--- src/rtl/psmac_pkg.sv ---
// Shared constants and helpers for the precision-scalable MAC (psmac_accum).
// Element-mode encodings, lane product width and a constant-safe clog2.
package psmac_pkg;

    localparam logic [1:0] MODE_8B = 2'b00;
    localparam logic [1:0] MODE_4B = 2'b01;
    localparam logic [1:0] MODE_2B = 2'b10;

    localparam int LANE_PW = 18;

    function automatic int clog2(input int v);
        int r;
        r = 0;
        for (int i = 0; i < 31; i++) begin
            if ((1 << i) < v) r = i + 1;
        end
        return r;
    endfunction

endpackage

--- src/rtl/psmac_lane.sv ---
// Combinational per-byte multiplier: one 8x8, two 4x4 or four 2x2 products
// summed into an 18-bit signed lane result. Mode 2'b11 falls back to 8b.
module psmac_lane
    import psmac_pkg::*;
(
    input  logic [7:0]                i_ip,
    input  logic [7:0]                i_wt,
    input  logic [1:0]                i_mode,
    input  logic                      i_ip_signed,
    input  logic                      i_wt_signed,
    output logic signed [LANE_PW-1:0] o_sum
);

    logic signed [8:0]  w_a8;
    logic signed [8:0]  w_b8;
    logic signed [17:0] w_p8;
    logic signed [4:0]  w_a4 [2];
    logic signed [4:0]  w_b4 [2];
    logic signed [9:0]  w_p4 [2];
    logic signed [2:0]  w_a2 [4];
    logic signed [2:0]  w_b2 [4];
    logic signed [5:0]  w_p2 [4];

    // Each element gets one extra top bit: its sign when signed, zero otherwise.
    assign w_a8 = {i_ip_signed & i_ip[7], i_ip};
    assign w_b8 = {i_wt_signed & i_wt[7], i_wt};
    assign w_p8 = 18'(w_a8) * 18'(w_b8);

    for (genvar k = 0; k < 2; k++) begin : g_nib
        assign w_a4[k] = {i_ip_signed & i_ip[4*k+3], i_ip[4*k +: 4]};
        assign w_b4[k] = {i_wt_signed & i_wt[4*k+3], i_wt[4*k +: 4]};
        assign w_p4[k] = 10'(w_a4[k]) * 10'(w_b4[k]);
    end

    for (genvar k = 0; k < 4; k++) begin : g_crumb
        assign w_a2[k] = {i_ip_signed & i_ip[2*k+1], i_ip[2*k +: 2]};
        assign w_b2[k] = {i_wt_signed & i_wt[2*k+1], i_wt[2*k +: 2]};
        assign w_p2[k] = 6'(w_a2[k]) * 6'(w_b2[k]);
    end

    always_comb begin
        case (i_mode)
            MODE_4B: o_sum = LANE_PW'(w_p4[0]) + LANE_PW'(w_p4[1]);
            MODE_2B: o_sum = LANE_PW'(w_p2[0]) + LANE_PW'(w_p2[1])
                           + LANE_PW'(w_p2[2]) + LANE_PW'(w_p2[3]);
            default: o_sum = w_p8;
        endcase
    end

endmodule

--- src/rtl/psmac_accum.sv ---
// Pipelined precision-scalable dot-product accumulator with valid/ready output.
// Define PSMAC_SAT_EN for a saturating accumulator with a sticky out_sat flag.
module psmac_accum
    import psmac_pkg::*;
#(
    parameter int LANES = 4,
    parameter int ACC_W = 32,
    parameter int CNT_W = 16
) (
    input  logic                    clk,
    input  logic                    rst_n,
    input  logic                    in_valid,
    output logic                    in_ready,
    input  logic                    in_last,
    input  logic [8*LANES-1:0]      ip,
    input  logic [8*LANES-1:0]      wt,
    input  logic [1:0]              mode,
    input  logic                    ip_signed,
    input  logic                    wt_signed,
    input  logic                    clr,
    output logic                    out_valid,
    input  logic                    out_ready,
    output logic signed [ACC_W-1:0] out_data,
    output logic [CNT_W-1:0]        out_beats,
    output logic                    out_sat
);

    localparam int SUM_W = LANE_PW + clog2(LANES);

    logic signed [LANE_PW-1:0] w_lane [LANES];
    logic signed [SUM_W-1:0]   w_sum;
    logic signed [ACC_W-1:0]   w_beat;
    logic                      w_stall;
    logic                      w_accept;
    logic                      w_fire;
    logic signed [ACC_W-1:0]   w_acc_nxt;
    logic [CNT_W-1:0]          w_cnt_nxt;
    logic                      w_clip;
    logic                      w_sat_nxt;

    logic signed [ACC_W-1:0]   r_sum_p1;
    logic                      r_last_p1;
    logic                      r_vld_p1;
    logic signed [ACC_W-1:0]   r_acc;
    logic [CNT_W-1:0]          r_cnt;
    logic                      r_sat;
    logic                      r_out_valid;
    logic signed [ACC_W-1:0]   r_out_data;
    logic [CNT_W-1:0]          r_out_beats;
    logic                      r_out_sat;

    for (genvar l = 0; l < LANES; l++) begin : g_lane
        psmac_lane u_lane (
            .i_ip        (ip[8*l +: 8]),
            .i_wt        (wt[8*l +: 8]),
            .i_mode      (mode),
            .i_ip_signed (ip_signed),
            .i_wt_signed (wt_signed),
            .o_sum       (w_lane[l])
        );
    end

    always_comb begin
        w_sum = '0;
        for (int l = 0; l < LANES; l++) begin
            w_sum = w_sum + SUM_W'(w_lane[l]);
        end
    end

    assign w_beat   = ACC_W'(w_sum);
    assign w_stall  = r_out_valid && !out_ready;
    assign in_ready = !w_stall;
    assign w_accept = in_valid && in_ready;
    assign w_fire   = !w_stall && r_vld_p1 && !clr;

`ifdef PSMAC_SAT_EN
    function automatic logic signed [ACC_W:0] wide_add(input logic signed [ACC_W-1:0] a,
                                                       input logic signed [ACC_W-1:0] b);
        return (ACC_W+1)'(a) + (ACC_W+1)'(b);
    endfunction

    function automatic logic signed [ACC_W-1:0] saturate(input logic signed [ACC_W:0] s);
        if (s[ACC_W] != s[ACC_W-1])
            return s[ACC_W] ? {1'b1, {(ACC_W-1){1'b0}}} : {1'b0, {(ACC_W-1){1'b1}}};
        return s[ACC_W-1:0];
    endfunction

    logic signed [ACC_W:0] w_wide;
    assign w_wide    = wide_add(r_acc, r_sum_p1);
    assign w_acc_nxt = saturate(w_wide);
    assign w_clip    = w_wide[ACC_W] ^ w_wide[ACC_W-1];
`else
    assign w_acc_nxt = r_acc + r_sum_p1;
    assign w_clip    = 1'b0;
`endif

    assign w_cnt_nxt = r_cnt + CNT_W'(1);
    assign w_sat_nxt = r_sat | w_clip;

    // Stage 1: register the beat sum of an accepted beat.
    always_ff @(posedge clk or negedge rst_n) begin
        if (!rst_n) begin
            r_sum_p1  <= '0;
            r_last_p1 <= 1'b0;
            r_vld_p1  <= 1'b0;
        end else if (clr) begin
            r_vld_p1  <= 1'b0;
        end else if (!w_stall) begin
            r_sum_p1  <= w_beat;
            r_last_p1 <= in_last;
            r_vld_p1  <= w_accept;
        end
    end

    // Stage 2: accumulate, and on the last beat hand the group to the output.
    always_ff @(posedge clk or negedge rst_n) begin
        if (!rst_n) begin
            r_acc       <= '0;
            r_cnt       <= '0;
            r_sat       <= 1'b0;
            r_out_valid <= 1'b0;
            r_out_data  <= '0;
            r_out_beats <= '0;
            r_out_sat   <= 1'b0;
        end else begin
            if (r_out_valid && out_ready) r_out_valid <= 1'b0;
            if (clr) begin
                r_acc <= '0;
                r_cnt <= '0;
                r_sat <= 1'b0;
            end else if (w_fire) begin
                if (r_last_p1) begin
                    r_out_valid <= 1'b1;
                    r_out_data  <= w_acc_nxt;
                    r_out_beats <= w_cnt_nxt;
                    r_out_sat   <= w_sat_nxt;
                    r_acc       <= '0;
                    r_cnt       <= '0;
                    r_sat       <= 1'b0;
                end else begin
                    r_acc <= w_acc_nxt;
                    r_cnt <= w_cnt_nxt;
                    r_sat <= w_sat_nxt;
                end
            end
        end
    end

    assign out_valid = r_out_valid;
    assign out_data  = r_out_data;
    assign out_beats = r_out_beats;
    assign out_sat   = r_out_sat;

endmodule

--- config.mk ---
export PLATFORM = sky130hd
export DESIGN_NAME = psmac_accum
export DESIGN_NICKNAME = d
export VERILOG_FILES = /design/src/rtl/psmac_pkg.sv /design/src/rtl/psmac_lane.sv /design/src/rtl/psmac_accum.sv
export SDC_FILE = /design/constraint.sdc
export NUM_CORES = 2
export LEC_CHECK = 0
export BUFFER_PORTS_ARGS = -buffer_cell sky130_fd_sc_hd__buf_2
export CORE_UTILIZATION = 55
export CTS_CLUSTER_DIAMETER = 60
export CTS_CLUSTER_SIZE = 12
export DETAILED_ROUTE_END_ITERATION = 6
export PLACE_DENSITY_LB_ADDON = 0.12
export RECOVER_POWER = 100
export SLEW_MARGIN = 20
export SYNTH_ARGS = -nofsm -noshare
export SYNTH_HDL_FRONTEND = slang
export SYNTH_HIERARCHICAL = 1
export SYNTH_SLANG_ARGS = --single-unit
--- constraint.sdc ---
create_clock -name clk -period 5.7 [get_ports clk]
set_clock_uncertainty 0.05 [all_clocks]
set_input_delay 0.855 -clock clk [delete_from_list [all_inputs] [get_ports clk]]
set_output_delay 0.855 -clock clk [all_outputs]
set_load 0.01 [all_outputs]
==> run_results.csv <==
group,metric,value,unit
status,status,"finished with violations",
status,failed_checks,"max-capacitance violations, max-slew violations, negative setup slack",
global_routing,via_count_of_the_first_global_routing_pass,31430,
die,core_area,0.06446,sq mm
global_routing,busiest_layer,"met2",
layout,multiInputGateArea,0.03050,sq mm
global_routing,grt_util_met2,0.5317,
critical_path,worstPathArrival,8.11,ns
layout,most_frequent_cells_in_the_layout,"986 x sky130_fd_sc_hd__inv_1, 767 x sky130_fd_sc_hd__buf_4, 630 x sky130_fd_sc_hd__fa_1",
job,cap_violations,2,
clock_network,cts_max_level,4,
logic_synthesis,number_of_distinct_library_cells_after_synthesis,87,
timing,layout_min_cycle_time,7.866,ns
timing,tns,-32.81,ns
die,floorplan.die.width,257.6,microns
layout,final_net_count,5956,
global_routing,pin_count_of_the_biggest_net_entering_global_routing,74,
die,initial_utilization,0.5574,
hold_path,min-delay-start,"out_beats[10]",
critical_path,cp_data_required_time,5.95,ns
hold_path,hold_path_class,"reg2reg",
timing,worst_slew_pin_tran,3.967,ns
layout,register_area,0.002978,sq mm
hold_path,hold_path_end,"out_beats[10]",
critical_path,slowest_delay,0.56,ns
logic_synthesis,avgSynthCellArea,9.008,sq um
layout,fill_cell_instance_count_of_the_final_layout,5092,
layout,layoutNonFillerInstCount,5673,
layout,antennaDiodeCount,0,
global_routing,grt_util_all_layers,0.3014,
clock_network,path_clk_slew,0.06,ns
routing,drtAntennaViolNets,0,
logic_synthesis,synthTopCellsByArea,"sky130_fd_sc_hd__fa_1 37%, sky130_fd_sc_hd__ha_1 14%, sky130_fd_sc_hd__inv_1 11%",
die,floorplan.die_area,0.06636,sq mm
timing,setup_repair_after_global_routing_missed_its_margin,"yes",
logic_synthesis,synth.largest_area_cell,"sky130_fd_sc_hd__fa_1",
routing,per_cell_routed_wire_length,17.15,microns
logic_synthesis,synth.ff_latch_count,119,
logic_synthesis,post-synth-top-area-fraction,0.3733,
routing,detailroute.via_count,29480,
global_routing,gr-total-overflow,0,
logic_synthesis,ys_seq_area_frac,0.08287,
placement,weighted_congestion_reported_at_the_end_of_routability_driven_placement,0.9506,
routing,remaining_drc_errors,0,
timing,setup_viol,18,
global_routing,initial_antenna_violation_count,0,
timing,final_max_tran_viols,120,
placement,placed_cells_incl_taps,5598,
hold_path,hold_depth,2,
critical_path,worst_r2r_endpoint,"r_acc[31]",
die,die_h,257.6,microns
critical_path,crit_path_frequent_cell,"sky130_fd_sc_hd__fa_1",
routing,routed_via_density,5.197,
placement,portBuffers,123,
die,core.rowCount,93,
placement,detailed_placement_wirelength_estimate,83080,microns
global_routing,grt_use_met1,0.4041,
global_routing,grt_pass1_wl,159700,microns
critical_path,r2r_setup_slack,2.01,ns
global_routing,grt.met3_usage,0.01767,
logic_synthesis,yosys_warnings,6,
timing,timing.final.ws_setup,-2.166,ns
clock_network,cts_tree,"built",
timing,min_period_over_period,1.380,
layout,mostFrequentLayoutCell,"sky130_fd_sc_hd__inv_1",
critical_path,rr_startpoint,"out_valid",
critical_path,critPathSlowestCell,"sky130_fd_sc_hd__fa_1",
logic_synthesis,syn-num-nets,5140,
routing,firstDrtPassIters,7,
routing,violation_count_after_the_first_detailed_route_iteration,1616,
critical_path,critical_path_class,"in2reg",
clock_network,inserted_clock_buffers,17,
clock_network,insertion_delay,0.42,ns
critical_path,crit_path_max_fanout,8,
logic_synthesis,async_reset_ff_frac,1.000,
logic_synthesis,syn-cell-area,0.03593,sq mm
critical_path,r2r_cells,10,
clock_network,ctsLongestPathBuffers,2,
logic_synthesis,synth-main-ff-cell,"sky130_fd_sc_hd__dfrtp_1",
timing,slew_headroom,-1.645,
clock_network,cts.root.buffer_cell,"sky130_fd_sc_hd__clkbuf_16",
critical_path,crit_path_start_kind,"primary input",
logic_synthesis,post_synth_inst_count,3989,
critical_path,critical_path.endpoint_type,"flip-flop",
layout,synthToLayoutAreaGrowth,27.92,%
logic_synthesis,synth_enable_flop_cells,0,
die,design.portCount,125,
clock_network,cts_sinks,119,
layout,final_layout_size_suffix_gt1_frac,0.2841,
routing,detail_route.wirelength,97300,microns
timing,max_clock_freq,127.1,MHz
timing,timing_hold_violations_final,0,
-- state kept, by name, indices dropped and copies added, names as in the netlist --
register and count:
r_last_p1 1, r_vld_p1 1, r_cnt 16, out_valid 1, out_data 32, out_beats 16, r_acc 32, r_sum_p1 20
-- layer usage --
metal	vias to the layer above	share of wire
met2	674	0.50
met3	151	0.039
met1	14710	0.43
li1	13950	-
met4	0	0.029
met5	-	0
-- cell usage after synthesis (5+ instances only) --
master                     number
sky130_fd_sc_hd__and3_1        40
sky130_fd_sc_hd__o41ai_1        5
sky130_fd_sc_hd__o21ai_0      149
sky130_fd_sc_hd__nand3_1       27
sky130_fd_sc_hd__dfrtp_1      119
sky130_fd_sc_hd__or2_2         33
sky130_fd_sc_hd__o21ai_1       31
sky130_fd_sc_hd__xor2_1        72
sky130_fd_sc_hd__a221oi_1      12
sky130_fd_sc_hd__o221ai_1       9
sky130_fd_sc_hd__mux2_2        31
sky130_fd_sc_hd__o21a_1        20
sky130_fd_sc_hd__nand2_2        8
sky130_fd_sc_hd__buf_2          8
sky130_fd_sc_hd__inv_1       1029
sky130_fd_sc_hd__mux2i_1       10
sky130_fd_sc_hd__nand2b_1      35
sky130_fd_sc_hd__or3_1         12
sky130_fd_sc_hd__nor2_1       119
sky130_fd_sc_hd__a22o_1        28
sky130_fd_sc_hd__clkbuf_1     110
sky130_fd_sc_hd__a211oi_1      26
sky130_fd_sc_hd__o21bai_1      14
sky130_fd_sc_hd__a21oi_1      120
sky130_fd_sc_hd__buf_1          5
sky130_fd_sc_hd__nor3_1        25
sky130_fd_sc_hd__o31ai_1       13
sky130_fd_sc_hd__a22oi_1       15
sky130_fd_sc_hd__nand2_1      321
sky130_fd_sc_hd__inv_2          8
sky130_fd_sc_hd__a31oi_1       12
sky130_fd_sc_hd__ha_1         407
sky130_fd_sc_hd__nor2b_1       19
sky130_fd_sc_hd__nand4_1       13
sky130_fd_sc_hd__a21o_1        50
sky130_fd_sc_hd__and2_1       125
sky130_fd_sc_hd__o211ai_1       5
sky130_fd_sc_hd__fa_1         670
sky130_fd_sc_hd__xnor2_1      147
-- how the worst max path moves through the flow --
stage / endpoint / from / depth (start not counted) / slack [ns]
finish: r_sum_p1[19] / wt_signed / 30 / -2.17
floorplan: r_sum_p1[16] / wt[13] / 33 / -2.13
global route: r_sum_p1[19] / wt_signed / 34 / -2.46
global placement: r_sum_p1[19] / wt_signed / 33 / -2.77
detailed placement: r_sum_p1[19] / wt_signed / 34 / -2.79
CTS: r_sum_p1[19] / wt_signed / 34 / -2.13
-- layout make-up --
| cell class | instances | share of cell area |
|---|---|---|
| repair buffers | 927 | 0.1500 |
| flip-flops and latches | 119 | 0.06478 |
| clock buffers | 22 | 0.01032 |
| multi-input cells | 2702 | 0.6635 |
| inverters | 1038 | 0.08493 |
| clock inverters | 10 | 0.003130 |
| well taps | 855 | 0.02327 |
-- logic make-up (layout without fill, tap and decap cells) --
group | after synthesis | count (layout) | share of synthesized area
xor gates and xnor gates | 220 | 220 | 0.05383
muxes | 44 | 44 | 0.01375
adders and majority gates | 1079 | 1079 | 0.5155
buffers and inverters | 1168 | 1997 | 0.1233
DFF | 119 | 119 | 0.08287
and+or+nand+nor | 797 | 797 | 0.1071
AOI/OAI and AO/OA | 561 | 561 | 0.1034
other | 1 | 1 | 0.0001044
-- worst max-delay path: cells and delay by family --
kind                     cells  cell delay, ns
AO/OA/AOI/OAI                9            1.65
XOR/XNOR                     1            0.17
adder cells (fa/ha/maj)      9            4.00
buffers and inverters        6            0.67
AND/OR/NAND/NOR              5            0.72
-- stage by stage --
stage / utilization / hold WS (ns) / setup WS (ns) / instance area (sq um)
after global placement: 0.6768 / 0.4057 / -2.766 / 43630
after CTS: 0.7004 / 0.4278 / -2.128 / 45150
after floorplan: - / 0.3998 / -2.131 / 36780
final: 0.7131 / 0.4272 / -2.166 / 45970
after global routing: 0.7131 / 0.4475 / -2.460 / 45970
after detailed placement: 0.6768 / 0.4156 / -2.793 / 43630
-- timing repair --
| action | CTS | global route |
|---|---|---|
| hold endpoints to repair | 0 | 0 |
| gates resized for setup | 173 | 172 |
| setup endpoints to repair | 19 | 19 |
| gates cloned | 1 | 0 |
| hold buffers | 0 | 0 |
| setup buffers | 25 | 22 |
| pin swaps | 102 | 149 |
Power is left out: the tool's default activity adds up to more than one toggle a clock period on the data nets, which glitch-free logic cannot reach.
